<file path="src/rtl/riscv_pkg.sv">
// Shared RISC-V pipeline definitions: register-file geometry, scoreboard FSM
// encodings and base opcode constants.
package riscv_pkg;

  localparam int NUM_REGS = 32;
  localparam int ADDR_W   = $clog2(NUM_REGS);

  localparam logic [ADDR_W-1:0] X0 = '0;

  typedef enum logic [1:0] {
    SB_RUN   = 2'd0,
    SB_DRAIN = 2'd1,
    SB_FLUSH = 2'd2
  } sb_state_e;

  localparam logic [6:0] OPC_LOAD   = 7'b0000011;
  localparam logic [6:0] OPC_OP_IMM = 7'b0010011;
  localparam logic [6:0] OPC_STORE  = 7'b0100011;
  localparam logic [6:0] OPC_OP     = 7'b0110011;
  localparam logic [6:0] OPC_BRANCH = 7'b1100011;
  localparam logic [6:0] OPC_JAL    = 7'b1101111;

endpackage

</file>
<file path="src/rtl/sb_pend_counter.sv">
// Saturating up/down counter of outstanding writes to one architectural register.
module sb_pend_counter #(
  parameter int CNT_W = 2
) (
  input  logic clock,
  input  logic reset,
  input  logic clr,
  input  logic inc,
  input  logic dec,
  output logic zero,
  output logic at_max
);

  logic [CNT_W-1:0] count;

  assign zero   = (count == '0);
  assign at_max = (count == '1);

  // NOTE: sequential state uses non-blocking assignments so every flop samples
  // pre-edge values regardless of process evaluation order.
  always_ff @(posedge clock or posedge reset) begin
    if (reset) begin
      count <= '0;
    end else if (clr) begin
      count <= '0;
    end else if (inc && !dec && !at_max) begin
      count <= count + 1'b1;
    end else if (dec && !inc && !zero) begin
      count <= count - 1'b1;
    end
  end

endmodule

</file>
<file path="src/rtl/issue_scoreboard.sv">
// Decode-stage issue scoreboard: per-register pending-write counters, RAW/WAW
// hazard stall, writeback retirement, drain and flush sequencing.
module issue_scoreboard
  import riscv_pkg::*;
#(
  parameter int CNT_W   = 2,
  parameter int STALL_W = 16
) (
  input  logic               clock,
  input  logic               reset,
  input  logic               issue_valid,
  output logic               issue_ready,
  input  logic [ADDR_W-1:0]  issue_rs1,
  input  logic [ADDR_W-1:0]  issue_rs2,
  input  logic               issue_use_rs1,
  input  logic               issue_use_rs2,
  input  logic [ADDR_W-1:0]  issue_rd,
  input  logic               issue_wr_rd,
  input  logic               wb_enable,
  input  logic [ADDR_W-1:0]  wb_addr,
  input  logic               flush,
  input  logic               drain_req,
  output logic               drain_done,
  output logic               busy,
  output logic               wb_error,
  output logic [STALL_W-1:0] stall_count
);

  sb_state_e state, state_next;

  logic [NUM_REGS-1:0] cnt_zero;
  logic [NUM_REGS-1:0] cnt_max;
  logic raw1, raw2, sat, issue_fire, wb_live, wb_bad;

  // x0 is hardwired zero, so it never holds a pending write.
  assign cnt_zero[0] = 1'b1;
  assign cnt_max[0]  = 1'b0;

  assign issue_fire = issue_valid & issue_ready;
  assign wb_live    = wb_enable & (state != SB_FLUSH) & !flush;

  for (genvar r = 1; r < NUM_REGS; r++) begin : g_cnt
    localparam logic [ADDR_W-1:0] REG_ADDR = ADDR_W'(r);

    sb_pend_counter #(.CNT_W(CNT_W)) u_cnt (
      .clock  (clock),
      .reset  (reset),
      .clr    (flush),
      .inc    (issue_fire & issue_wr_rd & (issue_rd == REG_ADDR)),
      .dec    (wb_live & (wb_addr == REG_ADDR)),
      .zero   (cnt_zero[r]),
      .at_max (cnt_max[r])
    );
  end

  // Hazards look only at registered counters: a writeback unblocks next cycle.
  assign raw1 = issue_use_rs1 & (issue_rs1 != X0) & !cnt_zero[issue_rs1];
  assign raw2 = issue_use_rs2 & (issue_rs2 != X0) & !cnt_zero[issue_rs2];
  assign sat  = issue_wr_rd   & (issue_rd  != X0) &  cnt_max[issue_rd];

  assign issue_ready = !reset & (state == SB_RUN) & !flush & !raw1 & !raw2 & !sat;
  assign busy        = ~&cnt_zero;
  assign wb_bad      = wb_live & ((wb_addr == X0) | cnt_zero[wb_addr]);

  // NOTE: every signal written here gets a default first so no path leaves it
  // unassigned, which would otherwise infer a latch.
  always_comb begin
    state_next = state;
    drain_done = 1'b0;
    unique case (state)
      SB_RUN:   if (drain_req) state_next = SB_DRAIN;
      SB_DRAIN: begin
        drain_done = !busy;
        if (!drain_req) state_next = SB_RUN;
      end
      SB_FLUSH: state_next = drain_req ? SB_DRAIN : SB_RUN;
      default:  state_next = SB_RUN;
    endcase
    if (flush) state_next = SB_FLUSH;
  end

  always_ff @(posedge clock or posedge reset) begin
    if (reset) begin
      state       <= SB_RUN;
      wb_error    <= 1'b0;
      stall_count <= '0;
    end else begin
      state    <= state_next;
      wb_error <= wb_bad;
      if (issue_valid && !issue_ready && (state != SB_FLUSH) && (stall_count != '1)) begin
        stall_count <= stall_count + 1'b1;
      end
    end
  end

endmodule

</file>
<file path="config.mk">
export PLATFORM = sky130hd
export DESIGN_NAME = issue_scoreboard
export DESIGN_NICKNAME = d
export VERILOG_FILES = /design/src/rtl/riscv_pkg.sv /design/src/rtl/sb_pend_counter.sv /design/src/rtl/issue_scoreboard.sv
export SDC_FILE = /design/constraint.sdc
export NUM_CORES = 1
export LEC_CHECK = 0
export ABC_AREA = 1
export BUFFER_PORTS_ARGS = -buffer_cell sky130_fd_sc_hd__buf_2
export CORE_MARGIN = 5
export CORE_UTILIZATION = 40
export CTS_BUF_LIST = sky130_fd_sc_hd__clkbuf_8
export CTS_CLUSTER_DIAMETER = 120
export DETAILED_ROUTE_END_ITERATION = 12
export SLEW_MARGIN = 20
export SYNTH_ARGS = -nofsm -noshare
export SYNTH_HDL_FRONTEND = slang
export SYNTH_SLANG_ARGS = --single-unit
export TNS_END_PERCENT = 1
</file>
<file path="constraint.sdc">
create_clock -name clock -period 2.6 [get_ports clock]
set_clock_uncertainty 0.1 [all_clocks]
set_input_delay 0.13 -clock clock [delete_from_list [all_inputs] [get_ports clock]]
set_output_delay 0.13 -clock clock [all_outputs]
set_load 0.02 [all_outputs]
</file>
==> results of run 1 <==
==> registers in the layout, summed over array words and instances (netlist names) <==
register and count:
g_cnt.u_cnt.count 62, stall_count 16, wb_error 1, state 2
==> stage by stage <==
| step | area [um2] | cells | setup TNS, ns | hold slack [ns] |
|---|---|---|---|---|
| final | 8800 | 1550 | 0 | 0.100 |
| after detailed placement | 8250 | 1517 | -0.0567 | 0.161 |
| after global routing | 8800 | 1550 | -0.820 | 0.121 |
| after floorplan | 7320 | 1213 | 0 | 0.149 |
| after global placement | 8250 | 1517 | -0.00298 | 0.159 |
| after CTS | 8540 | 1540 | -0.00107 | 0.0903 |
==> cells by family (layout without fill, tap and decap cells) <==
logic type	Yosys count	count (layout)	share of synthesized area, %
simple gates	811	811	51.4
buf+inv	180	288	9.64
compound gates	126	126	9.42
flops	81	81	27.7
xor+xnor	14	14	1.67
fa+ha+maj	1	1	0.171
==> cell type report <==
cell class                      count  area [um2]
Tap cell                          229         287
Inverter                          140         529
Timing Repair Buffer              132        1030
Clock inverter                      7        61.3
Sequential cell                    81        2030
Clock buffer                        9         124
Multi-Input combinational cell    952        4750
Fill cell                        1880        9160
==> cell usage after synthesis, types with 6 or more instances <==
library cell	instances	area, um2
xnor2_1	7	61.3
nand4_1	82	513
dfrtp_1	81	2030
o21ai_1	23	115
nand4_4	9	191
clkbuf_1	23	86.3
o21ai_0	40	200
nor4_1	6	37.5
nand4_2	12	150
inv_2	6	22.5
nor2_1	123	462
o22ai_1	10	62.6
buf_1	6	22.5
a21oi_1	38	190
inv_1	134	503
buf_2	6	30.0
nor3_1	22	110
nand3_1	135	676
nand2_1	411	1540
xor2_1	7	61.3
==> worst paths after layout <==
| check | from | to | slack [ns] | depth (start not counted) |
|---|---|---|---|---|
| min in group asynchronous | reset | stall_count[11]$_DFFE_PP0P_ | 0.26 | 3 |
| hold / removal | issue_valid | stall_count[12]$_DFFE_PP0P_ | 0.1 | 4 |
| setup / recovery | g_cnt[22].u_cnt.count[0]$_DFFE_PP0P_ | busy | 0.03 | 7 |
| setup reg to reg | g_cnt[8].u_cnt.count[0]$_DFFE_PP0P_ | g_cnt[13].u_cnt.count[0]$_DFFE_PP0P_ | 0.12 | 18 |
| max in group asynchronous | reset | g_cnt[17].u_cnt.count[0]$_DFFE_PP0P_ | 1.42 | 4 |
| hold reg to reg | state[0]$_DFFE_PP0P_ | state[0]$_DFFE_PP0P_ | 0.37 | 1 |
==> critical path, cell delays in order, from the launching register on <==
cell     delay [ns]
dfrtp_1        0.41
nor2_2         0.17
buf_6          0.13
nand4_1        0.18
nor4_2         0.36
nand4_1        0.30
buf_4          0.25
buf_2          0.15
==> report_power, final <==
group	internal, uW	leakage, uW	switching (uW)
Clock	366	0.0000888	585
Combinational	468	0.00318	862
Sequential	1380	0.00106	121
Total	2220	0.00433	1570
==> routing by layer <==
layer	wire, um	up-vias	GRT usage (%)
li1	-	4238	-
met1	11600	3976	32.4
met2	11500	298	36.8
met3	1780	63	4.05
met4	909	0	9.38
met5	0	-	0
==> what timing repair did <==
| item | CTS | global route |
|---|---|---|
| hold endpoints to repair | 35 | 0 |
| hold buffers | 2 | 0 |
| buffers inserted | 4 | 10 |
| gates cloned | 1 | 1 |
| pin swaps | 2 | 24 |
| gates resized for setup | 8 | 68 |
| setup endpoints to repair | 2 | 70 |
==> reports/metrics.cfg, run 1 <==
[setup_path]
criticalPathCategory = flip-flop to output pin
end_kind = output pin
required_ns = 2.37
cp.arrival_ns = 2.34
cp_max_fo = 4
crit_path_start_kind = flip-flop

[drt]
dr.pass1.iters = 6
drt_wl_total_mm = 25.8
first_iter_violations = 662
wl_per_cell_um = 16.6
vias_per_cell = 5.53
antenna_left = 0
drc = 0
vias = 8575

[die]
fp.dieH_um = 145
die_area_mm2 = 0.0211
boundaryPins = 49
start_util_pct = 40.8
die_width_um = 145
core-area_mm2 = 0.0180
fp-row-count = 49

[clock_network]
clock_path_buffers = 2
htree_levels = 3
cts-buffers-inserted = 9
clk_pin_slew_ns = 0.10
cts_sinks = 81
root_buffer = clkbuf_8
tritoncts = built
clk-insertion-delay-late_ns = 0.39

[synth]
seq_area_frac_synth_pct = 27.7
syn_area_mm2 = 0.00732
synth_ff_type = dfrtp_1
synth_nets = 1243
yosysWarnings = 0
async_flop_share_pct = 100
syn_area_per_cell_um2 = 6.04
synth_seq_cells = 81
synth.distinct_cells = 34
synthCells = 1213
synth_edf_count = 0

[power_and_ir_drop]
total_power_uw = 3790
power_density_mw_per_mm2 = 430
ir_drop_v = 0.000318
p_leak_uw = 0.00433

[global_route]
grt_pass1_wl_mm = 40.7
grt.total_usage_pct = 23.5
grt_pass1_vias = 7729
antenna_found_initial = 0
overflow = 0
grt_max_degree = 99

[timing]
relSlewSlack_pct = 30.5
fmax_mhz = 389
min_period_ns = 2.57
drv_slew = 0
hold_viol = 0
setup_viol = 0
rsz0062_at_grt = true
fin_crit_sh_pct = 98.9
layout_setup_ws_ns = 0.0288
worstMarginPinSlew_ns = 1.04

[finish]
final_cell_mix = 387 x nand2_1, 131 x nand3_1, 123 x inv_1, 116 x nor2_1, 82 x nand4_1
area_delta_synth_final_pct = 20.3
final_util_pct = 49.0
diodes = 0
drive_above_1_share_pct = 17.8
fin_nets = 1346
layout_commonest_cell = nand2_1

[placement]
hpwl_mm = 18.7
gp_congestion = 0.972
place_ws_ns = -0.0255
numPortBuffers = 48

[hold_path]
min_path_type = primary input to flip-flop

[flow_run]
maxCapViolCount = 0

[run_status]
outcome = completed

(Power assumes the default switching activity.)
==> run 2: changes to the inputs <==
- SYNTH_HIERARCHICAL: default -> 1
==> run 2 against run 1 <==
Net effect: combinational power is 57% lower; sequential power fell by 11%; non-clock buffer count rose by 80; sequential share of layout area shrank 3.6 points; power down 18%; highest routed layer unchanged.
==> reports/metrics.cfg, run 2 <==
[clock_network]
htree_levels = 3  ; unchanged
cts-buffers-inserted = 9  ; unchanged
cts_sinks = 81  ; unchanged
tritoncts = built
clock_path_buffers = 2  ; unchanged
root_buffer = clkbuf_8
clk-insertion-delay-late_ns = 0.41  ; +0.02 ns
clk_pin_slew_ns = 0.10  ; about the same

[global_route]
overflow = 0  ; unchanged
grt.total_usage_pct = 22.4  ; -1.1 points
grt_max_degree = 34  ; -66%
grt_pass1_vias = 8692  ; +12%
antenna_found_initial = 0  ; unchanged
grt_pass1_wl_mm = 42.8  ; +5.1%

[synth]
synth.distinct_cells = 37  ; +8.8%
seq_area_frac_synth_pct = 24.7  ; -2.9 points
syn_area_mm2 = 0.00819  ; +12%
synth_adder_area_share_pct = 0.153  ; -0.018 points
synth-simple-area-share_pct = 52.8  ; +1.4 points
async_flop_share_pct = 100  ; unchanged
synth_top_cell_by_area = dfrtp_1
synth_compound_area_share_pct = 7.76  ; -1.7 points
synth_most_common_cell = nand2_1
yosys-top-cells-count = 311 x nand2_1, 220 x inv_1, 189 x nand3_1
synth_ff_type = dfrtp_1
synth_edf_count = 0  ; unchanged
synth_top_area_share_pct = 24.7  ; -2.9 points
syn_area_per_cell_um2 = 6.09  ; +0.85%
yosys-top-cells-area = dfrtp_1 25%, nand2_1 14%, nand3_1 12%
synth_seq_cells = 81  ; unchanged
synthCells = 1346  ; +11%
synth_nets = 1376  ; +11%
muxShareOfSynthArea_pct = 0  ; unchanged
synth_xor_xnor_area_share_pct = 0.962  ; -0.71 points
synth_top_family_by_area = simple AND/OR/NAND/NOR gates
yosysWarnings = 6  ; +6

[setup_path]
cp.buffers_inverters = 3  ; unchanged
required_ns = 2.79  ; +0.42 ns
slowest_stage = dfrtp_1
cpPeakStageDelay_ns = 0.41  ; about the same
criticalPathCategory = flip-flop to flip-flop
crit_chain = nor2_2 > inv_1 > nand2_1 > nand3_1 > nand3_1 > nand3_1 > nand2_1 > nand2_1 > nand3_2 > nand4_4 > inv_4 > nand3_4 > nor2_1 > buf_4 > nand3_1 > nand2_1 > o21ai_2
end_kind = flip-flop
critPathTopFamily = simple AND/OR/NAND/NOR gates
crit_path_start_kind = flip-flop
cp.arrival_ns = 2.77  ; +0.43 ns
cp_max_fo = 8  ; +4

[drt]
first_iter_violations = 733  ; +11%
vias = 9177  ; +7.0%
dr.pass1.iters = 6  ; unchanged
drt_wl_total_mm = 27.0  ; +4.7%
antenna_left = 0  ; unchanged
wl_per_cell_um = 14.8  ; -11%
vias_per_cell = 5.04  ; -8.9%
drc = 0  ; unchanged

[finish]
fin_area_mm2 = 0.0104  ; +19%
final_cell_mix = 303 x nand2_1, 212 x inv_1, 183 x nand3_1, 155 x buf_4, 132 x nand2_2
fin_nets = 1575  ; +17%
layout_commonest_cell = nand2_1
largest_register_ffs = 62  ; unchanged
reg_top3 = g_cnt.u_cnt/count: 62 flops, stall_count: 16 flops, state: 2 flops
final_util_pct = 51.7  ; +2.7 points
diodes = 0  ; unchanged
drive_above_1_share_pct = 33.7  ; +16 points
regMostFlops = g_cnt.u_cnt/count
area_delta_synth_final_pct = 27.4
fillers = 2070  ; +10%

[timing]
fmax_mhz = 387  ; -0.52%
holdWs_ns = 0.179  ; +0.0787 ns
setup_viol = 0  ; unchanged
tns_ns = 0  ; unchanged
relSlewSlack_pct = 47.5  ; +17 points
worstMarginPinSlew_ns = 0.787  ; -0.255 ns
rsz0062_at_grt = true
fin_crit_sh_pct = 99.4  ; +0.52 points
hold_viol = 0  ; unchanged
drv_slew = 0  ; unchanged
min_period_ns = 2.58  ; +0.0135 ns
layout_setup_ws_ns = 0.0152  ; -0.0135 ns

[placement]
hpwl_mm = 21.1  ; +13%
gp_congestion = 1.00  ; +3.0%
numPortBuffers = 48  ; unchanged
place_area_mm2 = 0.00982  ; +19%
place_ws_ns = -0.101  ; -0.0753 ns

[hold_path]
min_path_type = primary input to flip-flop

[power_and_ir_drop]
p_leak_uw = 0.00560  ; +29%
ir_drop_v = 0.000359  ; +13%
power_density_mw_per_mm2 = 296  ; -31%

[flow_run]
maxCapViolCount = 0  ; unchanged

[die]
die_width_um = 153  ; +5.4%
start_util_pct = 40.6  ; -0.13 points
boundaryPins = 49  ; unchanged
fp-row-count = 52  ; +6.1%
fp.dieH_um = 153  ; +5.4%
die_area_mm2 = 0.0234  ; +11%
core-area_mm2 = 0.0202  ; +12%

[run_status]
outcome = completed

-- run 2: cell types whose count changed after synthesis, moves of 13 or more --
cell      change
nor2_1       +17
nand4_1      -27
nand2_2     +122
nor3_1       -18
o21ai_0      -37
o21ai_2      +31
clkbuf_1     -14
a21oi_1      -35
nand2_1     -100
inv_1        +86
inv_2        +28
nor2_2       +13
nand3_1      +54
nand3_2      +32
-- run 2: cell type report --
| class | instances | area, um2 | share of cell area, % |
|---|---|---|---|
| clock buffers | 9 | 124 | 1.19 |
| inverters | 256 | 966 | 9.26 |
| repair buffers | 212 | 1540 | 14.7 |
| well taps | 270 | 338 | 3.24 |
| multi-input cells | 985 | 5340 | 51.1 |
| flip-flops and latches | 81 | 2030 | 19.4 |
| clock inverters | 7 | 109 | 1.04 |
-- run 2: cell families after synthesis --
kind of cell / count (synthesis)
AOI/OAI and AO/OA: 91
xor gates and xnor gates: 9
adders and majority gates: 1
buffers and inverters: 280
DFF: 81
and+or+nand+nor: 884
-- run 2: metal layers --
metal | global-route usage, % | part of all wire, % | vias to the layer above
met4 | 6.87 | 2.7 | 0
met3 | 3.51 | 5.4 | 51
met1 | 28.6 | 43 | 4216
li1 | - | - | 4669
met5 | 0 | 0 | -
met2 | 38.9 | 49 | 241
-- run 2: what timing repair did --
item / 4_1_cts / 5_1_grt
hold buffers: 4 / 0
buffers inserted: 0 / 7
endpoints found under the hold margin: 64 / 0
pin swaps: 1 / 23
endpoints found under the setup margin: 33 / 76
gates cloned: 0 / 0
resized for setup: 19 / 67
-- run 2: stage by stage --
| step | std cells | total power [uW] |
|---|---|---|
| 2_1_floorplan | 1346 | 1690 |
| 3_3_place_gp | 1793 | 1900 |
| 3_5_place_dp | 1793 | 1910 |
| 4_1_cts | 1813 | 3110 |
| 5_1_grt | 1820 | 3230 |
| 6_report | 1820 | 3090 |
-- run 2: report_power, final --
part | leakage (uW) | internal, uW | switching, uW | total (uW)
sequential | 0.00112 | 1290 | 42.5 | 1330
combinational | 0.00436 | 180 | 392 | 573
clock | 0.000118 | 564 | 620 | 1180
total | 0.00560 | 2040 | 1060 | 3090
-- run 2: path summary, 6_finish.rpt --
| check | from | endpoint | slack (ns) | cells after the start |
|---|---|---|---|---|
| setup / recovery | g_cnt[18].u_cnt/count[1]$_DFFE_PP0P_ | g_cnt[14].u_cnt/count[1]$_DFFE_PP0P_ | 0.02 | 17 |
| hold / removal | flush | state[1]$_DFFE_PP0P_ | 0.18 | 2 |
| setup reg to reg | g_cnt[18].u_cnt/count[1]$_DFFE_PP0P_ | g_cnt[14].u_cnt/count[1]$_DFFE_PP0P_ | 0.02 | 17 |
| hold reg to reg | stall_count[12]$_DFFE_PP0P_ | stall_count[12]$_DFFE_PP0P_ | 0.44 | 2 |
| max in group asynchronous | reset | state[0]$_DFFE_PP0P_ | 1.19 | 4 |
| min in group asynchronous | reset | g_cnt[22].u_cnt/count[1]$_DFFE_PP0P_ | 0.39 | 4 |
